$ cat src/rtl/mem_arbiter_pkg.sv
// Shared constants for the byte-wide RAM port arbiter.
//   - ARB_* : arbiter FSM state encodings
//   - LEN_* : LSB access-length codes
//   - IO_ADDR_HI : addr[17:16] value that selects the memory-mapped IO window
//   - ADDR_WIDTH : default address width
//   - len_bytes() : LEN code to byte count
package mem_arbiter_pkg;

  localparam int unsigned ADDR_WIDTH = 32;

  localparam logic [1:0] ARB_IDLE   = 2'd0;
  localparam logic [1:0] ARB_IFETCH = 2'd1;
  localparam logic [1:0] ARB_DREAD  = 2'd2;
  localparam logic [1:0] ARB_DWRITE = 2'd3;

  localparam logic [1:0] LEN_B = 2'b00;
  localparam logic [1:0] LEN_H = 2'b01;
  localparam logic [1:0] LEN_W = 2'b10;

  localparam logic [1:0] IO_ADDR_HI = 2'b11;

  // The illegal code 2'b11 falls back to a word access.
  function automatic logic [4:0] len_bytes(input logic [1:0] len);
    case (len)
      LEN_B:   return 5'd1;
      LEN_H:   return 5'd2;
      LEN_W:   return 5'd4;
      default: return 5'd4;
    endcase
  endfunction

endpackage

$ cat src/rtl/mem_arbiter.sv
// Shares the single byte-wide RAM port between the icache line fill and the
// load/store buffer. Transfers are sequenced one byte per cycle, read data is
// assembled little-endian, and the granted side gets a one-cycle done pulse.
// Ports:
//   clk, rst_in (async, active-high), rdy_in (global enable)
//   flush            : aborts in-flight reads, blocks new speculative reads
//   io_buffer_full   : stalls stores into the IO window
//   ic_req_*/ic_*    : icache fill request / done pulse / line data
//   lsb_req_*/lsb_*  : load/store request / done pulse / load data
//   mem_din/mem_dout/mem_a/mem_wr : RAM port
module mem_arbiter #(
  parameter int unsigned ADDR_WIDTH = mem_arbiter_pkg::ADDR_WIDTH,
  parameter int unsigned LINE_BYTES = 4
) (
  input  logic                    clk,
  input  logic                    rst_in,
  input  logic                    rdy_in,
  input  logic                    flush,
  input  logic                    io_buffer_full,
  input  logic                    ic_req_valid,
  input  logic [ADDR_WIDTH-1:0]   ic_req_addr,
  output logic                    ic_done,
  output logic [8*LINE_BYTES-1:0] ic_rdata,
  input  logic                    lsb_req_valid,
  input  logic                    lsb_req_wr,
  input  logic [ADDR_WIDTH-1:0]   lsb_req_addr,
  input  logic [1:0]              lsb_req_len,
  input  logic [31:0]             lsb_req_wdata,
  output logic                    lsb_done,
  output logic [31:0]             lsb_rdata,
  input  logic [7:0]              mem_din,
  output logic [7:0]              mem_dout,
  output logic [ADDR_WIDTH-1:0]   mem_a,
  output logic                    mem_wr
);
  import mem_arbiter_pkg::*;

  localparam int unsigned BufW = 8 * LINE_BYTES;
  localparam logic GntIc  = 1'b0;
  localparam logic GntLsb = 1'b1;

  logic [1:0]            state_q, state_d;
  logic                  last_grant_q, last_grant_d;
  logic [4:0]            cnt_q, cnt_d;
  logic [4:0]            n_q, n_d;
  logic [ADDR_WIDTH-1:0] mem_a_q, mem_a_d;
  logic [7:0]            mem_dout_q, mem_dout_d;
  logic                  mem_wr_q, mem_wr_d;
  logic                  ic_done_q, ic_done_d;
  logic                  lsb_done_q, lsb_done_d;
  logic [BufW-1:0]       ic_rdata_q, ic_rdata_d;
  logic [31:0]           lsb_rdata_q, lsb_rdata_d;
  logic [BufW-1:0]       buf_q, buf_d, buf_ins;
  logic [31:0]           wdata_q, wdata_d, wdata_sh;

  logic                  cand_ic, cand_lsb, grant_ic, grant_lsb;
  logic                  last_byte;
  logic [ADDR_WIDTH-1:0] a_nxt;

  // Flush blocks speculative reads; committed stores may still be granted.
  assign cand_ic   = ic_req_valid && !flush;
  assign cand_lsb  = lsb_req_valid && (!flush || lsb_req_wr);
  assign grant_lsb = cand_lsb && !(cand_ic && last_grant_q == GntLsb);
  assign grant_ic  = cand_ic && !grant_lsb;

  assign last_byte = (cnt_q == n_q - 5'd1);
  assign a_nxt     = mem_a_q + ADDR_WIDTH'(1);

  // Current read byte merged into the assembly buffer at index cnt_q.
  always_comb begin
    buf_ins = buf_q;
    for (int i = 0; i < int'(LINE_BYTES); i++) begin
      if (cnt_q == 5'(i)) buf_ins[8*i +: 8] = mem_din;
    end
  end

  always_comb begin
    state_d      = state_q;
    last_grant_d = last_grant_q;
    cnt_d        = cnt_q;
    n_d          = n_q;
    mem_a_d      = mem_a_q;
    mem_dout_d   = mem_dout_q;
    mem_wr_d     = mem_wr_q;
    ic_done_d    = 1'b0;
    lsb_done_d   = 1'b0;
    ic_rdata_d   = ic_rdata_q;
    lsb_rdata_d  = lsb_rdata_q;
    buf_d        = buf_q;
    wdata_d      = wdata_q;
    wdata_sh     = '0;

    case (state_q)
      ARB_IDLE: begin
        if (grant_ic || grant_lsb) begin
          cnt_d        = '0;
          buf_d        = '0;  // unfilled bytes read back as zero
          last_grant_d = grant_lsb ? GntLsb : GntIc;
          if (grant_ic) begin
            state_d = ARB_IFETCH;
            mem_a_d = ic_req_addr;
            n_d     = 5'(LINE_BYTES);
          end else begin
            mem_a_d = lsb_req_addr;
            n_d     = len_bytes(lsb_req_len);
            wdata_d = lsb_req_wdata;
            if (lsb_req_wr) begin
              state_d    = ARB_DWRITE;
              mem_dout_d = lsb_req_wdata[7:0];
              mem_wr_d   = !(lsb_req_addr[17:16] == IO_ADDR_HI && io_buffer_full);
            end else begin
              state_d = ARB_DREAD;
            end
          end
        end
      end

      ARB_IFETCH, ARB_DREAD: begin
        if (flush) begin
          state_d = ARB_IDLE;
          mem_a_d = '0;
        end else begin
          buf_d = buf_ins;
          if (last_byte) begin
            state_d = ARB_IDLE;
            mem_a_d = '0;
            if (state_q == ARB_IFETCH) begin
              ic_done_d  = 1'b1;
              ic_rdata_d = buf_ins;
            end else begin
              lsb_done_d  = 1'b1;
              lsb_rdata_d = buf_ins[31:0];
            end
          end else begin
            mem_a_d = a_nxt;
            cnt_d   = cnt_q + 5'd1;
          end
        end
      end

      ARB_DWRITE: begin
        // A byte presented with mem_wr high is written at this edge, so only
        // then does the transfer advance; a stalled byte is re-issued later.
        if (mem_wr_q) begin
          if (last_byte) begin
            state_d    = ARB_IDLE;
            mem_a_d    = '0;
            mem_wr_d   = 1'b0;
            lsb_done_d = 1'b1;
          end else begin
            cnt_d      = cnt_q + 5'd1;
            mem_a_d    = a_nxt;
            wdata_sh   = wdata_q >> {cnt_d[1:0], 3'b000};
            mem_dout_d = wdata_sh[7:0];
            mem_wr_d   = !(a_nxt[17:16] == IO_ADDR_HI && io_buffer_full);
          end
        end else begin
          mem_wr_d = !(mem_a_q[17:16] == IO_ADDR_HI && io_buffer_full);
        end
      end

      default: state_d = ARB_IDLE;
    endcase
  end

  always_ff @(posedge clk or posedge rst_in) begin
    if (rst_in) begin
      state_q      <= ARB_IDLE;
      last_grant_q <= GntIc;
      cnt_q        <= '0;
      n_q          <= '0;
      mem_a_q      <= '0;
      mem_dout_q   <= '0;
      mem_wr_q     <= 1'b0;
      ic_done_q    <= 1'b0;
      lsb_done_q   <= 1'b0;
      ic_rdata_q   <= '0;
      lsb_rdata_q  <= '0;
      buf_q        <= '0;
      wdata_q      <= '0;
    end else if (rdy_in) begin
      state_q      <= state_d;
      last_grant_q <= last_grant_d;
      cnt_q        <= cnt_d;
      n_q          <= n_d;
      mem_a_q      <= mem_a_d;
      mem_dout_q   <= mem_dout_d;
      mem_wr_q     <= mem_wr_d;
      ic_done_q    <= ic_done_d;
      lsb_done_q   <= lsb_done_d;
      ic_rdata_q   <= ic_rdata_d;
      lsb_rdata_q  <= lsb_rdata_d;
      buf_q        <= buf_d;
      wdata_q      <= wdata_d;
    end
  end

  assign mem_a     = mem_a_q;
  assign mem_dout  = mem_dout_q;
  assign mem_wr    = mem_wr_q && rdy_in;  // frozen cycles must not write
  assign ic_done   = ic_done_q;
  assign ic_rdata  = ic_rdata_q;
  assign lsb_done  = lsb_done_q;
  assign lsb_rdata = lsb_rdata_q;

  // Requesters hold valid for the whole transfer (flush may drop a read).
  ic_hold_a: assert property (@(posedge clk) disable iff (rst_in)
      (state_q == ARB_IFETCH && !flush) |-> ic_req_valid);
  lsb_hold_a: assert property (@(posedge clk) disable iff (rst_in)
      ((state_q == ARB_DREAD && !flush) || state_q == ARB_DWRITE) |-> lsb_req_valid);

endmodule

$ cat config.mk
export PLATFORM = sky130hd
export DESIGN_NAME = mem_arbiter
export DESIGN_NICKNAME = d
export VERILOG_FILES = /design/src/rtl/mem_arbiter_pkg.sv /design/src/rtl/mem_arbiter.sv
export SDC_FILE = /design/constraint.sdc
export NUM_CORES = 1
export LEC_CHECK = 0
export CORE_MARGIN = 1.5
export CORE_UTILIZATION = 25
export CTS_BUF_LIST = sky130_fd_sc_hd__clkbuf_16
export DETAILED_ROUTE_END_ITERATION = 8
export GPL_TIMING_DRIVEN = 0
export PLACE_DENSITY_LB_ADDON = 0.1
export SLEW_MARGIN = 20
export SYNTH_ARGS = -nofsm -noshare
export SYNTH_HDL_FRONTEND = slang
export SYNTH_SLANG_ARGS = --single-unit
$ cat constraint.sdc
create_clock -name clk -period 6.1 [get_ports clk]
set_input_delay 1.525 -clock clk [delete_from_list [all_inputs] [get_ports clk]]
set_output_delay 1.525 -clock clk [all_outputs]
set_load 0.03 [all_outputs]
* Word-level counts from Yosys, hierarchy flattened
Index checks and enable logic that the tools add are counted. W data, S select, Z words.
Word-level totals: flip-flop bits (word level) 184, bits in latches 0, RAM bits 0, ROM bits 0, input bits 114, output and inout bits 107, logic and storage cells 119, memories 0
Operators by class: add/sub/neg operators 3, $mul 0, divide/modulo/power cells 0, order comparisons 0, equal/unequal tests 17, shifts and indexed selects 1, muxes and demuxes 50, bitwise logic cells 3, reductions and logical operators 32
Operators with widths (count):
- $mux W32 | 7
- $pmux W32 S3 | 1
- $mux W8 | 9
- $pmux W32 S2 | 1
- $add A32 B1 Y32 const B | 1
- $shr A32 B5 Y8 | 1
- $mux W5 | 4
- $mux W1 | 16
- $pmux W8 S2 | 1
- $pmux W5 S3 | 1
- $reduce_and A5 Y1 | 3
- $ne A2 B2 Y1 const B | 6
- $reduce_and A4 Y1 | 3
- $eq A2 B2 Y1 const B | 5
- $eq A5 B2 Y1 const B | 2
- $mux W2 | 5
- $logic_and A1 B1 Y1 | 9
- $reduce_and A7 Y1 | 1
- $logic_not A1 Y1 | 6
- $pmux W2 S3 | 1
- $pmux W3 S2 | 1
- $reduce_and A3 Y1 | 2
- $add A5 B1 Y5 const B | 1
- $eq A5 B1 Y1 const B | 1
- other kinds (11) | 18

* Logic depth before layout (Yosys ltp)
word-level depth 10, depth in mapped cells 11

* Least setup slack after synthesis
Ideal clock, no wire load.
path kind input-to-output, start input port rdy_in, end output port mem_wr, data arrival time 1.806 ns, required time 4.575 ns, slack 2.769 ns, cell stages on the path 1, path through and2_1
On the way: longest elaborated chain between the ends 1
RTL lines:
- from (decl) | line mem_arbiter.sv:17 | input logic rdy_in,
- $logic_and A1 B1 Y1 | line mem_arbiter.sv:200 | assign mem_wr = mem_wr_q && rdy_in;
- to (decl) | line mem_arbiter.sv:34 | output logic mem_wr
No other way between the ends.

* Worst setup path after layout
Same ends and word-level chain as after synthesis.

==> flow_summary.ini <==
[clock_network]
cts_buffers = 17
cts_max_path_buffers = 2
cts_tree = done
cts_max_level = 4
postCtsResizedCells = 0
insertion_delay_ns = 0.45
cts-hold-fix-buffers = 0
clock-sinks = 182
clock-root-buffer = clkbuf_16
cts_setup_buffers = 0
cts.reportedPaths.clkPinSlew_ns = 0.07

[timing]
clock_skew_ns = 0.0161
hold_violations = 0
slew-limit-headroom = 0.262
finalSetupViolCount = 0
fin_crit_sh = 0.771
slew_viol_final = 0
worstMarginPinSlew_ns = 1.10
min_period_ns = 4.70
setup_tns_ns = 0
fmax_mhz = 213
rsz0062_at_grt = false
timing.hold.ws_ns = 0.481

[die]
fp.coreArea_mm2 = 0.0358
die_area_mm2 = 0.0378
initial_core_util = 0.256
boundaryPins = 221
die_x_um = 194
fp-row-count = 69
die_h_um = 194

[power]
vdd_drop_max_mv = 0.227
leakagePower_nw = 5.07
swShare = 0.418
p_comb_frac = 0.452
seq_power_share = 0.351
pwr-share-clk = 0.197
p_int_mw = 3.19
power_density_mw_per_mm2 = 433
p_sw_mw = 2.29

[setup_path]
cp_data_required_time_ns = 4.58
startpoint_type = input pin
critPathLaunch = rdy_in
crit_arrival_ns = 3.18
worst-setup-path-type = input pin to primary output
r2r_start = cnt_q[0]
crit_fanout = 7
cp-end-kind = primary output

[synth]
synthMostInstantiatedCell = dfrtp_1
synth_area_mm2 = 0.00916
synth_area_per_cell_um2 = 10.1
synth_top_area_frac = 0.497
yosysWarningCount = 0
ys_top_cells_by_area = dfrtp_1 50%, mux2_2 6.8%, o21ai_0 6.0%
ys_seq_area_frac = 0.497
ys_seq_elements = 182
postSynthCellCount = 910
async_reset_ff_frac = 1.00
synth_common_cells = 182 x dfrtp_1, 134 x nand2_1, 110 x o21ai_0
yosys.area.top_type = dfrtp_1
ys.flop_type = dfrtp_1
synth_nets = 1034
synth_edf_count = 0
yosysUniqueCellTypes = 63

[drt]
routedWlPerCell_um = 20.0
route.detailed.drc = 0
drt-pass1-iter-count = 5
wirelength_mm = 32.6
vias = 8063
drtIter0Drc = 528
vias_per_cell = 4.94
ant_nets = 0

[finish]
drive_gt1_frac = 0.0974
areaGrowthSynthToFinish_pct = 38.5
layout.nets = 1281
nFillCells = 3662

[placed_design]
io_buffers = 220
dp_hpwl_mm = 24.3
gp_routability_congestion = 0.806

[flow_run]
drv_cap = 0

[run_status]
outcome = finished clean

[min_path]
worstHoldStart = ic_rdata[14]
hp-class = flip-flop to flip-flop

[grt]
antenna_found_initial = 4
grt_overflow = 0
grt_pass1_vias = 8221
track_usage = 0.175
grt_pass1_wl_mm = 50.5
grt_max_degree = 30
power groups by stage:
stage,clock [mW],sequential (mW),combinational (mW)
6_report,1.08,1.93,2.48
5_1_grt,1.18,1.99,2.69
4_1_cts,1.13,1.93,2.51
3_5_place_dp,0,1.95,2.50
3_3_place_gp,0,1.95,2.48
2_1_floorplan,0,2.18,1.27
per-layer routing:
metal,part of all wire,wire [um],global-route usage,vias to the layer above
li1,-,-,-,3831
met1,0.45,14600,0.230,3960
met2,0.47,15400,0.286,237
met3,0.060,1960,0.0430,31
met4,0.017,561,0.0503,4
met5,0.00083,27,0,-
cells by family after synthesis:
| logic type | count (synthesis) | share of synthesized area |
|---|---|---|
| muxes | 98 | 0.126 |
| AOI/OAI and AO/OA | 254 | 0.181 |
| xor gates and xnor gates | 6 | 0.00574 |
| and+or+nand+nor | 274 | 0.141 |
| buffers and inverters | 86 | 0.0355 |
| DFF | 182 | 0.497 |
| adders and majority gates | 10 | 0.0137 |
per-stage QoR:
stage	std cells	power [mW]	area, um2	util	worst slack (ns)
global placement	1591	4.43	11900	0.333	0.307
CTS	1631	5.57	12700	0.354	1.39
finish	1633	5.48	12700	0.354	1.40
global route	1633	5.86	12700	0.354	1.37
detailed placement	1599	4.45	12100	0.338	1.39
floorplan	910	3.46	9160	-	2.24
sequential cells by signal, indices dropped and copies added (netlist names):
signal        cells
lsb_rdata        32
mem_a            32
lsb_done          1
mem_dout          8
cnt_q             5
mem_wr_q          1
wdata_q          32
n_q               3
ic_done           1
buf_q            32
ic_rdata         32
state_q           2
last_grant_q      1
final cells by class:
class                   instances  area, um2  area share
clock buffers                  17        425      0.0336
flip-flops and latches        182       4550       0.359
clock inverters                15        136      0.0108
diodes                          2       5.00    0.000395
multi-input cells             642       4290       0.338
repair buffers                228       2360       0.187
well taps                     461        577      0.0455
plain buffers                  58        220      0.0174
inverters                      28        109     0.00859
worst paths after layout:
check                               end  slack (ns)  depth (start not counted)
setup / recovery                 mem_wr        1.40                          3
hold / removal             ic_rdata[14]        0.48                          2
setup reg to reg            mem_dout[5]        2.56                          7
hold reg to reg            ic_rdata[14]        0.48                          2
max in group asynchronous   wdata_q[16]        3.64                          5
min in group asynchronous      buf_q[7]        1.49                          2
critical path, stage by stage:
cell	delay, ns
clkdlybuf4s50_1	0.75
and2_1	0.19
clkdlybuf4s50_1	0.71
cell usage in the layout (no fill, tap or decap), types with 9 or more instances in the layout:
| cell | count |
|---|---|
| clkdlybuf4s50_1 | 220 |
| dfrtp_1 | 182 |
| nand2_1 | 134 |
| o21ai_0 | 110 |
| mux2_2 | 55 |
| clkbuf_1 | 52 |
| nand3_1 | 35 |
| mux2i_1 | 35 |
| a21oi_1 | 32 |
| inv_1 | 26 |
| nor2_1 | 24 |
| a22o_1 | 21 |
| clkbuf_16 | 17 |
| nor3_1 | 15 |
| nand4_1 | 13 |
| a21o_1 | 13 |
| and2_1 | 12 |
| a32o_1 | 11 |
| ha_1 | 10 |
| and3_1 | 9 |
Power figures use the tool's default switching activity.
